--- src/rtl/current_off_pkg.sv ---
`default_nettype none
// +--------------------------------------------------------------------------+
// | current_off_pkg : shared types and width helpers for current-off path    |
// | Rev 1.0                                                                  |
// +--------------------------------------------------------------------------+
package current_off_pkg;

  localparam int STATE_W = 3;

  typedef enum logic [STATE_W-1:0] {
    ARMED    = 3'd0,
    DEBOUNCE = 3'd1,
    TRIPPED  = 3'd2,
    COOLDOWN = 3'd3,
    LOCKOUT  = 3'd4
  } fault_state_t;

  // Width of a counter that must hold values 0..max_val without wrapping.
  function automatic int cnt_w(input int max_val);
    return (max_val < 1) ? 1 : $clog2(max_val + 1);
  endfunction

endpackage
`default_nettype wire

--- src/rtl/cdc_sync_bit.sv ---
`default_nettype none
// +--------------------------------------------------------------------------+
// | cdc_sync_bit : multi-flop synchroniser for one asynchronous input bit    |
// | Rev 1.0                                                                  |
// +--------------------------------------------------------------------------+
module cdc_sync_bit #(
  parameter int STAGES = 2
) (
  input  logic clk,
  input  logic reset_n,
  input  logic d,
  output logic q
);

  logic [STAGES-1:0] r_chain;

  always_ff @(posedge clk or negedge reset_n) begin
    if (!reset_n) begin
      r_chain <= '0;
    end else begin
      r_chain <= {r_chain[STAGES-2:0], d};
    end
  end

  assign q = r_chain[STAGES-1];

endmodule
`default_nettype wire

--- src/rtl/current_fault_ctrl.sv ---
`default_nettype none
// +--------------------------------------------------------------------------+
// | current_fault_ctrl : overcurrent debounce, trip, cooldown and lockout    |
// | Rev 1.0                                                                  |
// +--------------------------------------------------------------------------+
module current_fault_ctrl
  import current_off_pkg::*;
#(
  parameter int SYNC_STAGES     = 2,
  parameter int DEBOUNCE_CYCLES = 16,
  parameter int COOLDOWN_CYCLES = 1000,
  parameter int MAX_TRIPS       = 3
) (
  input  logic                         clk,
  input  logic                         reset_n,
  input  logic                         oc_in,
  input  logic                         fault_clr,
  output logic                         dis_output,
  output logic                         lockout,
  output logic [cnt_w(MAX_TRIPS)-1:0]  trip_cnt,
  output logic [STATE_W-1:0]           fault_state
);

  localparam int DEB_W  = cnt_w(DEBOUNCE_CYCLES);
  localparam int CD_W   = cnt_w(COOLDOWN_CYCLES);
  localparam int TRIP_W = cnt_w(MAX_TRIPS);

  // Counters compare against "last" so the increment itself never needs to hold N.
  localparam logic [DEB_W-1:0]  c_deb_last = DEB_W'(DEBOUNCE_CYCLES - 1);
  localparam logic [CD_W-1:0]   c_cd_last  = CD_W'(COOLDOWN_CYCLES - 1);
  localparam logic [TRIP_W-1:0] c_trip_max = TRIP_W'(MAX_TRIPS);

  logic w_oc_sync;

  cdc_sync_bit #(
    .STAGES (SYNC_STAGES)
  ) u_oc_sync (
    .clk     (clk),
    .reset_n (reset_n),
    .d       (oc_in),
    .q       (w_oc_sync)
  );

  fault_state_t      r_state;
  logic [DEB_W-1:0]  r_deb_cnt;
  logic [CD_W-1:0]   r_cd_cnt;
  logic [TRIP_W-1:0] r_trip_cnt;
  logic              r_dis;
  logic              r_lockout;

  fault_state_t      w_state_nxt;
  logic [DEB_W-1:0]  w_deb_nxt;
  logic [CD_W-1:0]   w_cd_nxt;
  logic [TRIP_W-1:0] w_trip_nxt;
  logic              w_trip;

  always_comb begin
    w_state_nxt = r_state;
    w_deb_nxt   = r_deb_cnt;
    w_cd_nxt    = r_cd_cnt;
    w_trip_nxt  = r_trip_cnt;
    w_trip      = 1'b0;
    case (r_state)
      ARMED: begin
        if (fault_clr) w_trip_nxt = '0;
        if (w_oc_sync) begin
          if (c_deb_last == '0) begin
            w_trip = 1'b1;
          end else begin
            w_state_nxt = DEBOUNCE;
            w_deb_nxt   = DEB_W'(1);
          end
        end
      end
      DEBOUNCE: begin
        if (!w_oc_sync) begin
          w_state_nxt = ARMED;
          w_deb_nxt   = '0;
        end else if (r_deb_cnt == c_deb_last) begin
          w_trip    = 1'b1;
          w_deb_nxt = '0;
        end else begin
          w_deb_nxt = r_deb_cnt + DEB_W'(1);
        end
      end
      TRIPPED: begin
        if (!w_oc_sync) begin
          w_state_nxt = COOLDOWN;
          w_cd_nxt    = '0;
        end
      end
      COOLDOWN: begin
        // A returning fault restarts the quiet period rather than re-tripping.
        if (w_oc_sync) begin
          w_cd_nxt = '0;
        end else if (r_cd_cnt == c_cd_last) begin
          w_state_nxt = ARMED;
          w_cd_nxt    = '0;
        end else begin
          w_cd_nxt = r_cd_cnt + CD_W'(1);
        end
      end
      LOCKOUT: begin
        if (fault_clr && !w_oc_sync) begin
          w_state_nxt = ARMED;
          w_trip_nxt  = '0;
        end
      end
      default: w_state_nxt = ARMED;
    endcase

    if (w_trip) begin
      if (w_trip_nxt != c_trip_max) w_trip_nxt = w_trip_nxt + TRIP_W'(1);
      w_state_nxt = (w_trip_nxt == c_trip_max) ? LOCKOUT : TRIPPED;
    end
  end

  always_ff @(posedge clk or negedge reset_n) begin
    if (!reset_n) begin
      r_state    <= ARMED;
      r_deb_cnt  <= '0;
      r_cd_cnt   <= '0;
      r_trip_cnt <= '0;
      r_dis      <= 1'b0;
      r_lockout  <= 1'b0;
    end else begin
      r_state    <= w_state_nxt;
      r_deb_cnt  <= w_deb_nxt;
      r_cd_cnt   <= w_cd_nxt;
      r_trip_cnt <= w_trip_nxt;
      r_dis      <= (w_state_nxt == TRIPPED) || (w_state_nxt == COOLDOWN) ||
                    (w_state_nxt == LOCKOUT);
      r_lockout  <= (w_state_nxt == LOCKOUT);
    end
  end

  assign dis_output  = r_dis;
  assign lockout     = r_lockout;
  assign trip_cnt    = r_trip_cnt;
  assign fault_state = r_state;

endmodule
`default_nettype wire

--- config.mk ---
export PLATFORM = sky130hd
export DESIGN_NAME = current_fault_ctrl
export DESIGN_NICKNAME = d
export VERILOG_FILES = /design/src/rtl/current_off_pkg.sv /design/src/rtl/cdc_sync_bit.sv /design/src/rtl/current_fault_ctrl.sv
export SDC_FILE = /design/constraint.sdc
export NUM_CORES = 1
export LEC_CHECK = 0
export CAP_MARGIN = 20
export CORE_UTILIZATION = 55
export DETAILED_ROUTE_END_ITERATION = 8
export HOLD_SLACK_MARGIN = 0.12
export PLACE_DENSITY = 0.78
export SLEW_MARGIN = 20
export SYNTH_ARGS = -nofsm -noshare
export SYNTH_HDL_FRONTEND = slang
export SYNTH_SLANG_ARGS = --single-unit
--- constraint.sdc ---
create_clock -name clk -period 3.61 [get_ports clk]
set_input_delay 0.722 -clock clk [delete_from_list [all_inputs] [get_ports clk]]
set_output_delay 0.722 -clock clk [all_outputs]
set_load 0.05 [all_outputs]
# Yosys cells after proc, flatten, opt, wreduce, memory -nomap -nowiden
# Index checks and enable logic that the tools add are counted.
# W data, S select, Z words.
[op_classes]
muxes = 26
n_reduce_logical = 9
add_sub_neg = 3
n_eq_ne = 13
[ops]
columns = ["cell", "count"]
rows = [
  ["$mux W10", 3],
  ["$mux W3", 8],
  ["$pmux W10 S2", 1],
  ["$mux W5", 3],
  ["$pmux W3 S5", 1],
  ["$eq A3 B2 Y1 const B", 4],
  ["$add A10 B1 Y10 const B", 1],
  ["$eq A10 B10 Y1 const B", 1],
  ["$mux W2", 5],
  ["$pmux W5 S2", 1],
  ["$eq A3 B3 Y1 const B", 2],
  ["$add A5 B1 Y5 const B", 1],
  ["$eq A5 B4 Y1 const B", 1],
  ["$ne A2 B2 Y1 const B", 2],
  ["$pmux W2 S2", 1],
  ["$reduce_and A2 Y1", 2],
  ["$reduce_bool A2 Y1", 2],
  ["$eq A3 B1 Y1 const B", 1],
  ["$logic_not A3 Y1", 1],
  ["$mux W1", 3],
  ["$add A2 B1 Y2 const B", 1],
  ["$eq A2 B2 Y1 const B", 1],
  ["$logic_or A1 B1 Y1", 2],
  ["$ne A2 B1 Y1 const B", 1],
  ["2 further kinds", 2],
]
[word_totals]
inputBits = 4
out_inout_bits = 7
ff_bits = 24

# Logic depth before layout (Yosys ltp)
# Gate-level depths: netlist (run 1).
[logic_depth]
ltp_word = 13
mapped_depth = 5

# Modules after synthesis
# A second synthesis (run 1) with hierarchy kept.
[hier_totals]
hier_cells = 124
hier_area_um2 = 1201.2
[modules_own_cells]
columns = ["module", "instances", "area_per_inst_um2", "cells_each", "seq_area_each_um2"]
rows = [
  ["current_fault_ctrl", 1, 1151.1, 122, 550.5],
  ["cdc_sync_bit", 1, 50.0, 2, 50.0],
]

# Least setup slack after synthesis (run 1)
# No wires, ideal clock.
[synth_timing]
kind = "register -> register"
from = "reg r_state[1], in the netlist fault_state[1]"
to = "reg r_cd_cnt[7]"
t_required_ps = 3536
arrival_ps = 1591
stages_incl_launch_ff = 5
path_buffers = 0
setup_time_ps = 74
setup_slack_ps = 1946
path_cell_list = "dfrtp_1 and2b_4 nand4_4 or3_1 a21oi_2"
[synth_via]
elab_chain_len = 3
[synth_rtl]
columns = ["element", "line", "rtl"]
rows = [
  ["start: declaration", "current_fault_ctrl.sv:44", "fault_state_t r_state;"],
  ["start signal: assignment", "current_fault_ctrl.sv:127", "r_state <= w_state_nxt;"],
  ["$eq A3 B2 Y1", "current_fault_ctrl.sv:63", "case (r_state)"],
  ["$ne A2 B2 Y1 (no line) / $reduce_bool A2 Y1 (equally long branches)", "n/a", ""],
  ["$reduce_and A2 Y1 (no line)", "n/a", ""],
  ["end signal: assignment", "current_fault_ctrl.sv:129", "r_cd_cnt <= w_cd_nxt;"],
  ["end: declaration", "current_fault_ctrl.sv:46", "logic [CD_W-1:0] r_cd_cnt;"],
]
# Parallel ways exist; a longest one is shown, timed or not.
# A chain may end at the register's enable or synchronous reset.

# Worst setup path in the final report (run 1)
[layout_timing]
from = "reg r_state[2], in the netlist fault_state[2]"
to = "out fault_state[2]"
[layout_rtl]
columns = ["element", "line", "rtl"]
rows = [
  ["end: declaration", "current_fault_ctrl.sv:21", "output logic [STATE_W-1:0] fault_state"],
]
# No word-level cell between the ends.

==> impl_metrics.csv, run 1 <==
group,metric,value,unit
timing,setup_viol,0,
power_and_ir_drop,p_sw_frac,0.2395,
floorplan,initial_core_util,0.6103,
yosys,syn-num-nets,129,
cts,clockBufferDepth,2,
yosys,synth_async_sr_flop_share,1.000,
setup_path,endpoint_kind,"primary output",
placed_design,dp_cells,157,
route,wl_per_cell,15.11,µm
global_routing,grt_max_degree,25,
cells_and_area,final_cell_mix,"dfrtp_1, nand2_1, nor2_1",
route,wl,2433,µm
timing,finClkSkew,0.001448,ns
global_routing,grt_pass1_wl,4153,µm
timing,worst_pin_slew,0.5206,ns
power_and_ir_drop,leakage,0.5843,nW
timing,finalCriticalPeriod,2.449,ns
timing,grt_setup_unrepaired,"false",
setup_path,max_stage_delay,0.87,ns
route,drc,0,
cells_and_area,layout_commonest_cell,"dfrtp_1",
floorplan,die_h,49.60,µm
yosys,yosys_most_used_dff,"dfrtp_1",
yosys,synth-seq-cells,24,
placed_design,dp_hpwl,1805,µm
yosys,ys_warn_count,0,
cts,htreeDepth,1,
setup_path,critPathKind,"reg -> out",
timing,hold_violations,0,
floorplan,core_area,2042,µm²
outcome,outcome,"complete, no violations",
timing,max_slew_margin,0.6530,
placed_design,dpl_worst_slack,1.517,ns
floorplan,core.rowCount,16,
setup_path,critPathMaxFanout,10,
setup_path,slowest_stage,"clkdlybuf4s50_1",
power_and_ir_drop,p_int,0.3482,mW
power_and_ir_drop,power,0.4578,mW
global_routing,grt_usage,0.2195,
global_routing,antenna_found_initial,0,
power_and_ir_drop,peakVddDrop,286.3,µV
cells_and_area,area_growth,10.84,%
cells_and_area,final_core_util,0.6765,
yosys,synth_cells,123,
cts,clk_pin_slew_worst_paths,0.13,ns
yosys,synth-edff-count,0,
route,viasPerCell,6.143,
cells_and_area,fillers,180,
floorplan,die_w,49.60,µm
yosys,synth-seq-area-share,0.4819,
placed_design,gp_congestion,0.7983,
timing,fin_ws,1.161,ns
power_and_ir_drop,seq_power_share,0.618,
cts,cts_root_buf,"clkbuf_4",
cells_and_area,diodes,0,
cells_and_area,seqCellArea,600.6,µm²
cells_and_area,final_cells,161,
route,drt-pass1-iter-count,4,
cells_and_area,multiInputGateArea,608.1,µm²
cts,numCtsBuffers,3,
route,ant_nets,0,
global_routing,grt_overflow,0,
cells_and_area,drive_above_1_share,0.1045,
timing,fmax,0.4083,GHz
timing,fin_crit_sh,0.6785,
power_and_ir_drop,comb_power_share,0.071,
yosys,synth_area,1246,µm²
setup_path,crit_family,"buffers and inverters",
power_and_ir_drop,p_sw,0.1097,mW
timing,setup_tns,0,ns
floorplan,ios,11,
timing,drv_slew,0,
worst_hold_path,hp-class,"in -> async",
placed_design,place_area,1350,µm²
setup_path,path_buf_inv,1,
global_routing,grt_pass1_vias,960,
cts,postCtsHoldBufs,0,
power_and_ir_drop,pwr-share-clk,0.310,
yosys,yosysUniqueCellTypes,42,
setup_path,cp.required,2.89,ns
setup_path,startpoint_type,"register",
cts,cts_tree,"yes",
setup_path,worstPathArrival,1.73,ns
power_and_ir_drop,power_density,331.4,nW/µm²
cells_and_area,nets,141,
flow_run,drv_cap,0,
cts,cts_resized,0,
yosys,syn_avg_cell_area,10.13,µm²
cts,cts_setup_buffers,0,
route,vias,989,
cts,clk_latency,0.31,ns
route,drtIter0Drc,23,
placed_design,portBuffers,10,
cts,cts.sinks,24,
setup_path,crit_chain,"clkdlybuf4s50_1",
floorplan,die_area,2460,µm²
timing,holdWs,0.3651,ns
cells_and_area,postLayoutCellArea,1381,µm²
[path summary, 6_finish.rpt]
| check | start | to | slack, ns | cells after the start |
|---|---|---|---|---|
| setup reg to reg | r_cd_cnt[0]$_DFFE_PN0P_ | r_cd_cnt[3]$_DFFE_PN0P_ | 1.86 | 5 |
| min in group clk | u_oc_sync.r_chain[0]$_DFF_PN0_ | u_oc_sync.r_chain[1]$_DFF_PN0_ | 0.37 | 0 |
| hold / removal | reset_n | r_deb_cnt[2]$_DFFE_PN0P_ | 0.37 | 1 |
| hold reg to reg | u_oc_sync.r_chain[0]$_DFF_PN0_ | u_oc_sync.r_chain[1]$_DFF_PN0_ | 0.37 | 0 |
| max in group asynchronous | reset_n | fault_state[2]$_DFF_PN0_ | 2.90 | 1 |
| setup / recovery | fault_state[2]$_DFF_PN0_ | fault_state[2] | 1.16 | 1 |
[synth_stat cells, types with 2 or more instances]
library cell   n  share of area
a21oi_1        6          0.024
a31oi_1        6          0.030
and3_1         2          0.010
buf_6          2          0.018
dfrtp_1       24           0.48
ha_1           2          0.020
inv_1          2         0.0060
nand2_1       17          0.051
nand3_1        6          0.024
nand4_1        2          0.010
nor2_1        10          0.030
nor4_1         3          0.015
o21ai_0        9          0.036
xnor2_1        3          0.021
xor2_1         2          0.014
[state kept, by name (all words and copies together) (netlist names)]
name and count:
r_cd_cnt 10, trip_cnt 2, r_deb_cnt 5, u_oc_sync.r_chain 2, lockout 1, dis_output 1
fault_state 3
[final cells by class]
cell class	instances	area share
tap	27	0.02446
timing repair buffer	10	0.06884
sequential	24	0.4348
inverter	2	0.005435
multi-input combinational	94	0.4402
clock buffer	4	0.02627
[power by group through the flow]
stage	registers [mW]	clock network [mW]	logic (mW)
floorplan	0.286	0	0.0209
global placement	0.287	0	0.0316
detailed placement	0.288	0	0.0339
CTS	0.283	0.143	0.0340
global route	0.284	0.152	0.0364
finish	0.283	0.142	0.0326
[routing by layer]
| layer | GRT usage | part of all wire |
|---|---|---|
| met1 | 0.2797 | 0.47 |
| met2 | 0.3874 | 0.49 |
| met3 | 0.03704 | 0.027 |
| met4 | 0.04762 | 0.0049 |
| met5 | 0 | 0 |
[cells by family after synthesis]
kind of cell / share of synthesized area
AND/OR/NAND/NOR: 0.2691
adder cells (fa/ha/maj): 0.02008
buffers and inverters: 0.03012
multiplexers: 0.009036
XOR/XNOR: 0.03515
flip-flops: 0.4819
AO/OA/AOI/OAI: 0.1546
(Power assumes the default switching activity.)
==> run 2, diff against run 1 <==
- clock period: 3.61 -> 2.41 ns (I/O delays scaled with it)
==> run 2 against run 1 <==
Compared with the run above:
- die area unchanged
- via count shrank 2.1%
- worst setup slack got worse by 1.0 ns
- sequential share of layout area down 0.39 points
- critical endpoint is now fault_state[0]
- worst hold slack improved by 0.010 ns
- clock power increased by 55%
- utilization increased by 0.61 points
==> impl_metrics.csv, run 2 (synthesis gave the netlist of run 1 again) <==
group,metric,value,unit
route,ant_nets,0,
timing,setup_viol,0,
route,drtIter0Drc,21,
timing,max_slew_margin,0.6686,
outcome,outcome,"complete, no violations",
setup_path,worstPathArrival,1.77,ns
route,drc,0,
floorplan,initial_core_util,0.6103,
route,viasPerCell,5.975,
power_and_ir_drop,leakage,0.5891,nW
route,vias,968,
global_routing,grt_pass1_wl,4057,µm
timing,fin_crit_sh,0.9328,
cells_and_area,nets,142,
timing,grt_setup_unrepaired,"false",
setup_path,critPathKind,"reg -> out",
cts,cts_resized,0,
cts,cts.sinks,24,
floorplan,die_w,49.60,µm
global_routing,grt_overflow,0,
power_and_ir_drop,power_density,498.1,nW/µm²
placed_design,gp_congestion,0.8127,
placed_design,portBuffers,10,
setup_path,critPathMaxFanout,11,
flow_run,drv_cap,0,
cells_and_area,postLayoutCellArea,1394,µm²
timing,setup_tns,0,ns
placed_design,place_area,1358,µm²
cts,htreeDepth,1,
cts,clk_latency,0.32,ns
cts,numCtsBuffers,3,
cells_and_area,layout_commonest_cell,"dfrtp_1",
route,wl_per_cell,14.69,µm
global_routing,grt_util_met3,0.01852,
global_routing,grt_pass1_vias,875,
cells_and_area,drive_above_1_share,0.1037,
cells_and_area,top_register,"r_cd_cnt",
cells_and_area,area_growth,11.85,%
timing,finalCriticalPeriod,2.248,ns
worst_hold_path,hp-class,"reg -> reg",
cts,cts_root_buf,"clkbuf_4",
global_routing,grt_max_degree,25,
timing,finClkSkew,0.003550,ns
setup_path,endpoint_kind,"primary output",
setup_path,startpoint_type,"register",
global_routing,grt_use_met2,0.3401,
cells_and_area,diodes,0,
floorplan,die_area,2460,µm²
setup_path,crit_chain,"clkdlybuf4s50_1",
timing,drv_slew,0,
setup_path,path_buf_inv,1,
floorplan,core_area,2042,µm²
cts,cts_tree,"yes",
timing,hold_violations,0,
setup_path,cp.required,1.93,ns
placed_design,dp_hpwl,1706,µm
timing,worst_pin_slew,0.4955,ns
cells_and_area,final_core_util,0.6826,
floorplan,die_h,49.60,µm
floorplan,ios,11,
cts,cts_setup_buffers,0,
setup_path,crit_family,"buffers and inverters",
global_routing,antenna_found_initial,0,
timing,fmax,0.4449,GHz
cells_and_area,largest_register_ffs,10,
setup_path,slowest_stage,"clkdlybuf4s50_1",
global_routing,grt_busiest_layer,"met2",
cts,clockBufferDepth,2,
placed_design,dp_cells,158,
global_routing,grt_usage,0.2183,
cts,postCtsHoldBufs,0,
cells_and_area,final_cells,162,
cells_and_area,fillers,175,
global_routing,met1_usage,0.3145,
power_and_ir_drop,peakVddDrop,365.1,µV
floorplan,core.rowCount,16,
route,drt-pass1-iter-count,4,
cells_and_area,final_cell_mix,"dfrtp_1, nand2_1, nor2_1, clkdlybuf4s50_1, o21ai_0",
cts,clk_pin_slew_worst_paths,0.13,ns
setup_path,max_stage_delay,0.88,ns
route,wl,2379,µm
[run 2: cell count changes in the layout (fill, tap and decap cells not counted)]
cell,delta
buf_2,-1
clkdlybuf4s50_1,+1
buf_4,+1
[run 2: cell type report]
cell class	count	area [µm²]	area share
Timing Repair Buffer	11	107.6	0.07720
Tap cell	27	33.78	0.02424
Multi-Input combinational cell	94	608.1	0.4363
Sequential cell	24	600.6	0.4309
Clock buffer	4	36.28	0.02603
Inverter	2	7.507	0.005386
[run 2: routing by layer]
layer / part of all wire / routed length (µm) / vias up
met5: 0 / 0 / -
met4: 0.017 / 41 / 0
met3: 0.022 / 52 / 5
met2: 0.45 / 1080 / 17
met1: 0.51 / 1205 / 471
li1: - / - / 475
[run 2: power breakdown]
part / switching, mW / leakage [nW] / internal (mW)
clock network: 0.128 / 0.0210 / 0.0926
registers: 0.0127 / 0.325 / 0.411
logic: 0.0302 / 0.243 / 0.0197
total: 0.171 / 0.589 / 0.524
[run 2: stage by stage]
stage / setup WS (ns) / total power, mW / hold slack [ns]
finish: 0.1621 / 0.6943 / 0.3753
global route: 0.1211 / 0.7177 / 0.3984
CTS: 0.1707 / 0.6952 / 0.3781
detailed placement: 0.5414 / 0.4823 / 0.3380
global placement: 0.5622 / 0.4791 / 0.3356
floorplan: 0.7458 / 0.4602 / 0.1864
[run 2: worst paths after layout]
check	cells after the start	start	endpoint	slack (ns)
setup / recovery	1	fault_state[0]$_DFF_PN0_	fault_state[0]	0.16
hold / removal	0	u_oc_sync.r_chain[0]$_DFF_PN0_	u_oc_sync.r_chain[1]$_DFF_PN0_	0.38
setup reg to reg	5	r_deb_cnt[0]$_DFFE_PN0P_	lockout$_DFF_PN0_	0.66
hold reg to reg	0	u_oc_sync.r_chain[0]$_DFF_PN0_	u_oc_sync.r_chain[1]$_DFF_PN0_	0.38
max in group asynchronous	2	reset_n	trip_cnt[0]$_DFF_PN0_	1.68
min in group asynchronous	2	reset_n	r_deb_cnt[2]$_DFFE_PN0P_	0.50
==> run 3, diff against run 2 <==
- ABC_AREA: not set -> 1
- CORE_MARGIN: not set -> 4
- CORE_UTILIZATION: 55 -> 50
- PLACE_DENSITY: 0.78 -> 0.74
- clock period: 2.41 -> 2 ns (I/O delays scaled with it)
==> run 3 against run 2 <==
Compared with the run above:
- combinational power shrank 32%
- worst hold slack better by 0.012 ns
- non-clock buffer count unchanged
- total power up 7.5%
- critical path depth did not move
- die area up 38%
- critical path type unchanged
- largest power group unchanged
- highest routed layer unchanged
==> impl_metrics.csv, run 3 <==
group,metric,value,unit
yosys,synth-seq-area-share,0.4748,
yosys,synthTopCellsByArea,"dfrtp_1, nand2_1, nor2_1",
worst_hold_path,hp-class,"reg -> reg",
worst_hold_path,min_to,"u_oc_sync.r_chain[1]$_DFF_PN0_",
yosys,yosys-top-cells-count,"nand2_1, dfrtp_1, nor2_1",
global_routing,grt_usage,0.1680,
floorplan,initial_core_util,0.5456,
cells_and_area,final_cell_mix,"nand2_1, dfrtp_1, nor2_1",
route,drtIter0Drc,54,
yosys,yosysUniqueCellTypes,27,
route,drc,0,
timing,setup_viol,0,
power_and_ir_drop,power_density,526.3,nW/µm²
cells_and_area,layout_commonest_cell,"nand2_1",
global_routing,grt_pass1_vias,1074,
cts,cts_root_buf,"clkbuf_4",
yosys,yosys.area.top_type,"dfrtp_1",
yosys,ys_warn_count,0,
floorplan,core_area,2318,µm²
outcome,outcome,"complete, no violations",
route,viasPerCell,5.380,
timing,finalCriticalPeriod,1.871,ns
yosys,synth.most_common_cell,"nand2_1",
global_routing,antenna_found_initial,0,
setup_path,critPathKind,"reg -> out",
cells_and_area,final_core_util,0.6114,
placed_design,dpl_worst_slack,0.3583,ns
timing,grt_setup_unrepaired,"false",
yosys,synth_cells,159,
timing,fmax,0.5344,GHz
cts,clk_pin_slew_worst_paths,0.13,ns
cells_and_area,diodes,0,
cells_and_area,drive_above_1_share,0.09884,
cts,numCtsBuffers,3,
cells_and_area,area_growth,12.07,%
yosys,synth_area,1265,µm²
route,wl,2511,µm
power_and_ir_drop,power,0.7461,mW
cts,clk_latency,0.32,ns
cells_and_area,postLayoutCellArea,1418,µm²
timing,fin_ws,0.1289,ns
worst_hold_path,holdPathStages,0,
placed_design,dp_hpwl,1873,µm
timing,setup_tns,0,ns
yosys,synth_async_sr_flop_share,1.000,
yosys,syn_avg_cell_area,7.956,µm²
yosys,syn-num-nets,165,
setup_path,slowest_stage,"clkdlybuf4s50_1",
placed_design,gp_congestion,0.8018,
cells_and_area,largest_register_ffs,10,
setup_path,path_buf_inv,1,
timing,max_slew_margin,0.6627,
yosys,synth-seq-cells,24,
yosys,yosys_most_used_dff,"dfrtp_1",
setup_path,max_stage_delay,0.80,ns
route,vias,1076,
setup_path,reg2regPathDepth,6,
yosys,synth-edff-count,0,
cts,cts_tree,"yes",
global_routing,grt_max_degree,25,
setup_path,cp.required,1.60,ns
flow_run,drv_cap,0,
setup_path,startpoint_type,"register",
setup_path,reg2reg_slack,0.48,ns
floorplan,core.rowCount,17,
timing,finClkSkew,0.008951,ns
setup_path,worstPathArrival,1.47,ns
floorplan,ios,11,
yosys,yosysTopAreaCellShare,0.4748,
cts,postCtsHoldBufs,0,
route,wl_per_cell,12.56,µm
cts,clockBufferDepth,2,
global_routing,grt_overflow,0,
setup_path,rr_startpoint,"r_cd_cnt[0]$_DFFE_PN0P_",
route,drt-pass1-iter-count,4,
cells_and_area,nets,180,
power_and_ir_drop,leakage,0.7417,nW
timing,hold_violations,0,
setup_path,critPathMaxFanout,1,
worst_hold_path,hp-start,"u_oc_sync.r_chain[0]$_DFF_PN0_",
global_routing,grt_pass1_wl,4457,µm
placed_design,place_area,1394,µm²
cts,cts.sinks,24,
floorplan,die_h,58.30,µm
power_and_ir_drop,peakVddDrop,581.3,µV
setup_path,endpoint_kind,"primary output",
timing,fin_crit_sh,0.9355,
cts,htreeDepth,1,
route,ant_nets,0,
cells_and_area,top_register,"r_cd_cnt",
timing,drv_slew,0,
floorplan,die_area,3399,µm²
floorplan,die_w,58.30,µm
timing,worst_pin_slew,0.5051,ns
placed_design,portBuffers,10,
setup_path,r2r_end,"fault_state[1]$_DFF_PN0_",
setup_path,crit_family,"buffers and inverters",
setup_path,crit_chain,"clkdlybuf4s50_1",
setup_path,setup.worst_path.start,"lockout$_DFF_PN0_",
-- run 3: worst max-delay path by stage --
stage,cells past startpoint,end
finish,1,lockout
global route,1,trip_cnt[0]
CTS,1,fault_state[2]
detailed placement,1,fault_state[1]
global placement,1,fault_state[1]
floorplan,6,trip_cnt[0]$_DFF_PN0_
-- run 3: per-stage QoR --
stage	instances	hold slack, ns
floorplan	159	0.1044
global placement	197	0.3347
detailed placement	197	0.3575
CTS	200	0.3880
global route	200	0.3877
finish	200	0.3870
-- run 3: kinds of logic after synthesis --
logic type | share of synthesized area
AOI/OAI and AO/OA | 0.09199
xor gates and xnor gates | 0.02078
adders and majority gates | 0.01978
buffers and inverters | 0.09198
DFF | 0.4748
and+or+nand+nor | 0.3007
-- run 3: layout make-up --
| cell class | instances | area [µm²] |
|---|---|---|
| Fill cell | 195 | 900.9 |
| Sequential cell | 24 | 600.6 |
| Multi-Input combinational cell | 107 | 548.0 |
| Timing Repair Buffer | 11 | 106.4 |
| Inverter | 27 | 105.1 |
| Tap cell | 28 | 35.03 |
| Clock buffer | 3 | 22.52 |
-- run 3: routing by layer --
metal,share of wire,track usage,up-vias
li1,-,-,531
met1,0.45,0.1978,515
met2,0.49,0.2982,24
met3,0.045,0.05263,6
met4,0.016,0.03642,0
met5,0,0,-
-- run 3: what timing repair did --
action | CTS | global route
hold endpoints to repair | 0 | 0
gates resized for setup | 1 | 1
endpoints found under the setup margin | 1 | 1
setup buffers | 0 | 0
-- run 3: power by group --
part           leakage (nW)  internal [mW]  switching, mW
logic                 0.415         0.0129         0.0211
registers             0.313          0.492        0.00951
clock network        0.0138         0.0705          0.140
total                 0.742          0.575          0.171
==> RTL change: new RTL, flow settings as in run 3 <==
Make the reset (`reset_n`) synchronous in 2 clocked blocks. Comments in the files are not updated.
--- a/src/rtl/cdc_sync_bit.sv
+++ b/src/rtl/cdc_sync_bit.sv
@@ -14,7 +14,7 @@
 
   logic [STAGES-1:0] r_chain;
 
-  always_ff @(posedge clk or negedge reset_n) begin
+  always_ff @(posedge clk) begin
     if (!reset_n) begin
       r_chain <= '0;
     end else begin
--- a/src/rtl/current_fault_ctrl.sv
+++ b/src/rtl/current_fault_ctrl.sv
@@ -115,7 +115,7 @@
     end
   end
 
-  always_ff @(posedge clk or negedge reset_n) begin
+  always_ff @(posedge clk) begin
     if (!reset_n) begin
       r_state    <= ARMED;
       r_deb_cnt  <= '0;
Function: differs if reset_n is asserted again (counterexample within 4 cycles, from zero or initial values and one cycle with reset_n low); with reset_n held inactive, the same outputs for 10 cycles.
==> RTL change against run 3 <==
  * Global-route usage is 0.28 points lower
  * Critical path depth unchanged
  * Worst setup slack worse by 6.1 ps
  * Synthesized area down 4.7%
  * Power is 5.1% higher
  * Combinational power grew 4%
  * Final area is 3.4% lower
  * Sequential cell count did not move
  * Cell count is 7.0% higher
  * Synthesized cell count grew 8.2%
  * Wire length down 4.6%
  * Largest cell class is now multi-input combinational cells
==> RTL change: results (changes against run 3) <==
run_status:
  status: "finished clean"
power:
  seq_power_share_pct: 62.1  # -5.1 points
  pg_clk_w: 0.000261  # +24%
  leakage_nw: 0.568  # -23%
cells_and_area:
  seq_cells: 24  # unchanged
  drive_gt1_share_pct: 12.4  # +2.5 points
  buffer_area_share_pct: 7.40  # -0.10 points
  multi_input_comb_area_um2: 631  # +15%
  nNonClkInverters: 23  # -15%
  seq_area_share_pct: 35.1  # -7.3 points
  fin_nets: 193  # +7.2%
  multiInputCombCellCount: 124  # +16%
  seqCellArea_um2: 480  # -20%
route:
  drt-initial-drc-count: 23  # -57%
  route.vias.total: 1096  # +1.9%
  detail_route.wl_per_cell_um: 11.2  # -11%
global_route:
  track_usage_pct: 16.5  # -0.28 points
  grt_pass1_vias: 1055  # -1.8%
sta:
  finClkSkew_ps: 6.29  # -2.66 ps
  max_slew_margin_pct: 66.0  # -0.24 points
  max_freq_mhz: 533  # -0.32%
logic_synthesis:
  synthXorXnorAreaFrac_pct: 1.45  # -0.62 points
  synth_compound_area_share_pct: 11.5  # +2.3 points
  yosys-top-cells-area: "dfxtp_1 (40%), nand2_1 (12%), nand3_1 (9.1%), nor2_1 (6.9%), inv_1 (5.9%)"
  synth.yosys.seq_area_share_pct: 39.9  # -7.6 points
  ys_async_sr_fraction_pct: 0  # -100 points
## RTL change: worst paths after layout
| path | endpoint | cells after the start | start |
|---|---|---|---|
| max | trip_cnt[1] | 1 | trip_cnt[1] |
| min | u_oc_sync.r_chain[1] | 2 | u_oc_sync.r_chain[0] |
| max reg2reg | dis_output | 6 | r_deb_cnt[0] |
| min reg2reg | u_oc_sync.r_chain[1] | 2 | u_oc_sync.r_chain[0] |
## RTL change: timing repair
action,4_1_cts,5_1_grt
setup endpoints to repair,1,0
gates resized for setup,1,0
endpoints found under the hold margin,0,0
setup buffers,0,0
## RTL change: metal layers
layer / global-route usage [%] / up-vias / part of all wire [%]
met3: 2.71 / 4 / 3.6
met5: 0 / - / 0
met1: 22.0 / 491 / 50
met4: 6.29 / 0 / 1.0
met2: 26.8 / 19 / 46
li1: - / 582 / -
## RTL change: metrics by stage
step                      power, W  instances
final                     0.000784        214
after global routing      0.000820        214
after CTS                 0.000789        214
after detailed placement  0.000534        210
after global placement    0.000533        210
after floorplan           0.000520        172
